<file path="config.mk">
export PLATFORM = sky130hd
export DESIGN_NAME = ifetch_unit
export DESIGN_NICKNAME = d
export VERILOG_FILES = /design/src/rtl/ifetch_unit.sv
export SDC_FILE = /design/constraint.sdc
export NUM_CORES = 1
export LEC_CHECK = 0
export ABC_AREA = 0
export CAP_MARGIN = 20
export CORE_ASPECT_RATIO = 0.75
export CORE_MARGIN = 2
export CORE_UTILIZATION = 38
export DETAILED_ROUTE_END_ITERATION = 10
export GPL_ROUTABILITY_DRIVEN = 0
export PLACE_DENSITY = 0.69
export RECOVER_POWER = 25
export SLEW_MARGIN = 10
export SYNTH_ARGS = -nofsm -noshare
export SYNTH_HDL_FRONTEND = slang
export SYNTH_SLANG_ARGS = --single-unit
</file>
<file path="constraint.sdc">
create_clock -name clk -period 1.8 [get_ports clk]
set_input_delay 0.36 -clock clk [delete_from_list [all_inputs] [get_ports clk]]
set_output_delay 0.36 -clock clk [all_outputs]
set_load 0.01 [all_outputs]
</file>
<file path="src/rtl/ifetch_unit.sv">
// Instruction fetch unit: owns the PC, issues imem word reads over req/ack,
// latches the returned word into the IR and buffers PC updates made mid-fetch.
module ifetch_unit #(
  parameter logic [31:0] RESET_PC = 32'h0000_3000
) (
  input  logic        clk,
  input  logic        rst,
  input  logic [31:0] npc,
  input  logic        pc_wr,
  input  logic        fetch,
  output logic        imem_req,
  output logic [31:0] imem_addr,
  input  logic        imem_ack,
  input  logic [31:0] imem_rdata,
  output logic [31:0] pc,
  output logic [31:0] ir,
  output logic [31:0] ir_pc,
  output logic        ir_valid,
  output logic        busy,
  output logic        misalign
);

  typedef enum logic {
    IDLE = 1'b0,
    REQ  = 1'b1
  } state_t;

  state_t      state;
  logic        pend;
  logic [31:0] pend_npc;
  logic [31:0] eff_pc;
  logic        eff_ok;

  // PC a fetch issued this cycle would use: a same-cycle write wins.
  always_comb begin
    eff_pc = pc_wr ? npc : pc;
    eff_ok = (eff_pc[1:0] == 2'b00);
  end

  assign busy = (state == REQ);

  // Fetch sequencer with registered request, IR and PC state.
  always_ff @(posedge clk) begin
    if (rst) begin
      state     <= IDLE;
      pc        <= RESET_PC;
      ir        <= 32'h0;
      ir_pc     <= 32'h0;
      ir_valid  <= 1'b0;
      imem_req  <= 1'b0;
      imem_addr <= 32'h0;
      misalign  <= 1'b0;
      pend      <= 1'b0;
      pend_npc  <= 32'h0;
    end else begin
      misalign <= 1'b0;
      unique case (state)
        IDLE: begin
          if (pc_wr) begin
            pc <= npc;
          end
          if (fetch && eff_ok) begin
            state     <= REQ;
            imem_req  <= 1'b1;
            imem_addr <= eff_pc;
            ir_pc     <= eff_pc;
            ir_valid  <= 1'b0;
          end else if (fetch) begin
            misalign <= 1'b1;
          end
        end
        REQ: begin
          if (imem_ack) begin
            state    <= IDLE;
            imem_req <= 1'b0;
            ir       <= imem_rdata;
            ir_valid <= 1'b1;
            if (pc_wr || pend) begin
              pc   <= pc_wr ? npc : pend_npc;
              pend <= 1'b0;
            end
          end else if (pc_wr) begin
            pend_npc <= npc;
            pend     <= 1'b1;
          end
        end
        default: begin
          state <= IDLE;
        end
      endcase
    end
  end

endmodule

</file>
==> results.py <==
metrics = {
    "setup_path": {
        "r2r_start": "busy$_SDFF_PP0_",
        "crit_path_max_incr_delay_ps": 570,
        "crit_chain": "clkdlybuf4s50_1",
        "critical_path.max_fanout": 3,
        "rrSetupSlack_ps": 120,
        "cp.required_ps": 1440,
        "crit_arrival_ps": 1410,
        "critPathTopFamily": "buffers and inverters",
        "path_class": "reg -> out",
        "cp_slowest_cell": "clkdlybuf4s50_1",
        "critPathBufInv": 1,
        "start_kind": "flip-flop",
        "endpoint_kind": "output pin",
        "reg2regPathDepth": 4,
        "reg2reg_to": "pc[19]$_SDFFE_PP0P_",
    },
    "sta": {
        "fin_tns_setup_ps": 0,
        "fin_crit_ps": 1770,
        "rsz0062_at_grt": "no",
        "post-route-period-util_pct": 98.2,
        "tightest_slew_ps": 574,
        "slew_viol_final": 0,
        "fmax_mhz": 566,
        "setup_violations": 0,
        "final-hold-violation-count": 0,
        "skew_ps": 5.14,
        "relSlewSlack_pct": 61.7,
    },
    "cts": {
        "numCtsBuffers": 17,
        "clk_path_buf_depth": 2,
        "cts_tree": "done",
        "insertion_delay_ps": 420,
        "clockRootBuffer": "clkbuf_16",
        "ctsHoldBuffers": 0,
        "htreeDepth": 4,
        "cts_sinks": 133,
        "clk_pin_slew_worst_paths_ps": 60,
    },
    "place": {
        "io_buffers": 200,
        "place_inst": 1033,
        "dpl.hpwl_um": 11300,
    },
    "routing": {
        "drtIter0Drc": 263,
        "vias_per_cell": 4.91,
        "antenna_left": 0,
        "vias": 5224,
        "drc": 0,
        "drt-wirelength-per-cell_um": 15.5,
        "drt_pass1_iterations": 4,
        "drt_wl_total_um": 16500,
    },
    "logic_synthesis": {
        "ys_types": 28,
        "syn_area_um2": 5970,
        "yosysTopAreaCell": "dfxtp_1",
        "seq_area_frac_synth_pct": 44.6,
        "ys_ff_latch": 133,
        "synth.yosys.warnings": 0,
        "yosys-top-cells-area": "dfxtp_1, nand2_1, a221oi_2, a21oi_1, mux2i_1",
        "post_synth.cell_area_avg_um2": 8.67,
        "synth_top_area_share_pct": 44.6,
        "syn_inst": 688,
        "synth_nets": 757,
    },
    "power_and_ir_drop": {
        "p_total_mw": 8.70,
        "peakVddDrop_mv": 0.708,
        "power.leakage_nw": 3.11,
        "p_per_area_nw_per_um2": 991,
    },
    "global_routing": {
        "use_met1_pct": 28.9,
        "grt_max_degree": 61,
        "grt_pass1_wl_um": 26700,
        "grt_use_total_pct": 20.4,
        "met3_usage_pct": 5.81,
        "grt_pass1_vias": 5016,
        "busiest_layer": "met2",
        "gr-total-overflow": 0,
        "gr-usage-met2_pct": 29.6,
        "antenna_found_initial": 0,
    },
    "final_layout": {
        "diodes": 0,
        "syn2layout_area_growth_pct": 47.1,
        "fin_cells": 1065,
        "drive_above_1_share_pct": 11.6,
        "nNetsFinal": 916,
    },
    "floorplan": {
        "fp.coreArea_um2": 15300,
        "die_h_um": 113,
        "io_pins": 201,
        "rows": 39,
        "die_x_um": 149,
        "design.die.area_um2": 16700,
        "start_util_pct": 39.1,
    },
    "hold_path": {
        "holdPathStages": 4,
        "hold_end": "pc[0]$_SDFFE_PP0P_",
        "worstHoldStart": "pc_wr",
        "hold_path.class": "in -> reg",
    },
    "job": {
        "cap_viol_max_count": 0,
    },
    "status": {
        "status": "completed",
    },
}
[cell usage in the layout, fill, tap and decap left out, types with 3 or more instances in the layout]
cell type / count
nor3_1: 3
nor2b_1: 30
clkbuf_16: 17
bufinv_16: 7
clkdlybuf4s50_1: 194
a221oi_2: 28
a22o_1: 30
o21ai_0: 33
a21oi_1: 68
dlymetal6s2s_1: 4
inv_1: 30
dfxtp_1: 131
buf_12: 8
mux2i_1: 32
clkinvlp_4: 3
buf_4: 21
nand2_1: 160
nor3b_1: 30
[metrics by stage]
stage	hold WS (ps)	cell area, um^2	setup WS [ps]	util [%]
finish	340	8780	32.3	57.5
global route	389	8780	0.300	57.5
floorplan	433	5970	234	-
CTS	331	8800	5.79	57.6
detailed placement	446	8100	-221	53.0
global placement	441	8100	-191	53.0
[tightest hold or removal path: cells and delay by family]
kind / cells / cell delay, ps
AND/OR/NAND/NOR: 1 / 60
AO/OA/AOI/OAI: 2 / 170
buffers and inverters: 1 / 140
[routing by layer]
layer	part of all wire [%]	up-vias
li1	-	2631
met5	0	-
met2	42	167
met3	6.8	22
met1	49	2404
met4	1.7	0
[worst max path at each step]
stage / from / endpoint / depth (start not counted)
after global placement: npc[1] / ir_pc[2]$_SDFFE_PP0P_ / 5
final: ir_pc[17]$_SDFFE_PP0P_ / ir_pc[17] / 1
after detailed placement: npc[1] / ir_pc[31]$_SDFFE_PP0P_ / 5
after CTS: pc[13]$_SDFFE_PP1P_ / pc[13] / 1
after global routing: ir_pc[6]$_SDFFE_PP0P_ / ir_pc[6] / 1
after floorplan: pc_wr / ir_pc[12]$_SDFFE_PP0P_ / 5
[layout make-up]
cell class	instances	area, um^2
clock buffers	19	453
clock inverters	13	251
fillers	1371	6500
inverters	30	113
multi-input cells	435	2710
flip-flops and latches	133	2670
well taps	205	256
repair buffers	230	2330
[Yosys cell counts]
master and number:
buf_4 33, a31oi_1 2, or3b_1 1, buf_6 3
a221oi_2 28, mux2i_1 32, o21ai_0 33, nand2_1 161
inv_1 30, a211oi_1 2, mux2_2 2, nor2_1 1
and2_1 2, and3b_1 2, nor3b_1 30, nor3_1 3
a21o_1 1, a221oi_1 2, or3_1 1, buf_2 13
clkbuf_1 39, dfxtp_1 133, nand2b_1 2, a21oi_1 69
nand3b_1 1, a22o_1 30, buf_1 2, nor2b_1 30
[sequential cells by signal, indices dropped and copies added (netlist names)]
name	count
ir_pc	32
pend_npc	32
ir	32
imem_req	1
pc	32
ir_valid	1
busy	1
pend	1
misalign	1
[what timing repair did]
action / in CTS / in global routing
gates resized for setup: 0 / 5
buffers inserted: 0 / 0
setup endpoints to repair: 0 / 5
[cells by family (layout without fill, tap and decap cells)]
logic type	after synthesis	in the layout	synth area share, %
flops	133	133	44.6
simple gates	234	234	18.5
mux	34	34	5.75
buf+inv	120	292	10.3
compound gates	167	167	20.9
[report_power, final]
group          internal [mW]  leakage [nW]  switching [mW]  total (mW)
Sequential              3.09          1.09           0.132        3.23
Combinational          0.737          1.69           0.607        1.34
Clock                   2.81         0.335            1.32        4.13
Total                   6.64          3.11            2.06        8.70
No activity file was read; power rests on OpenSTA's default activity.
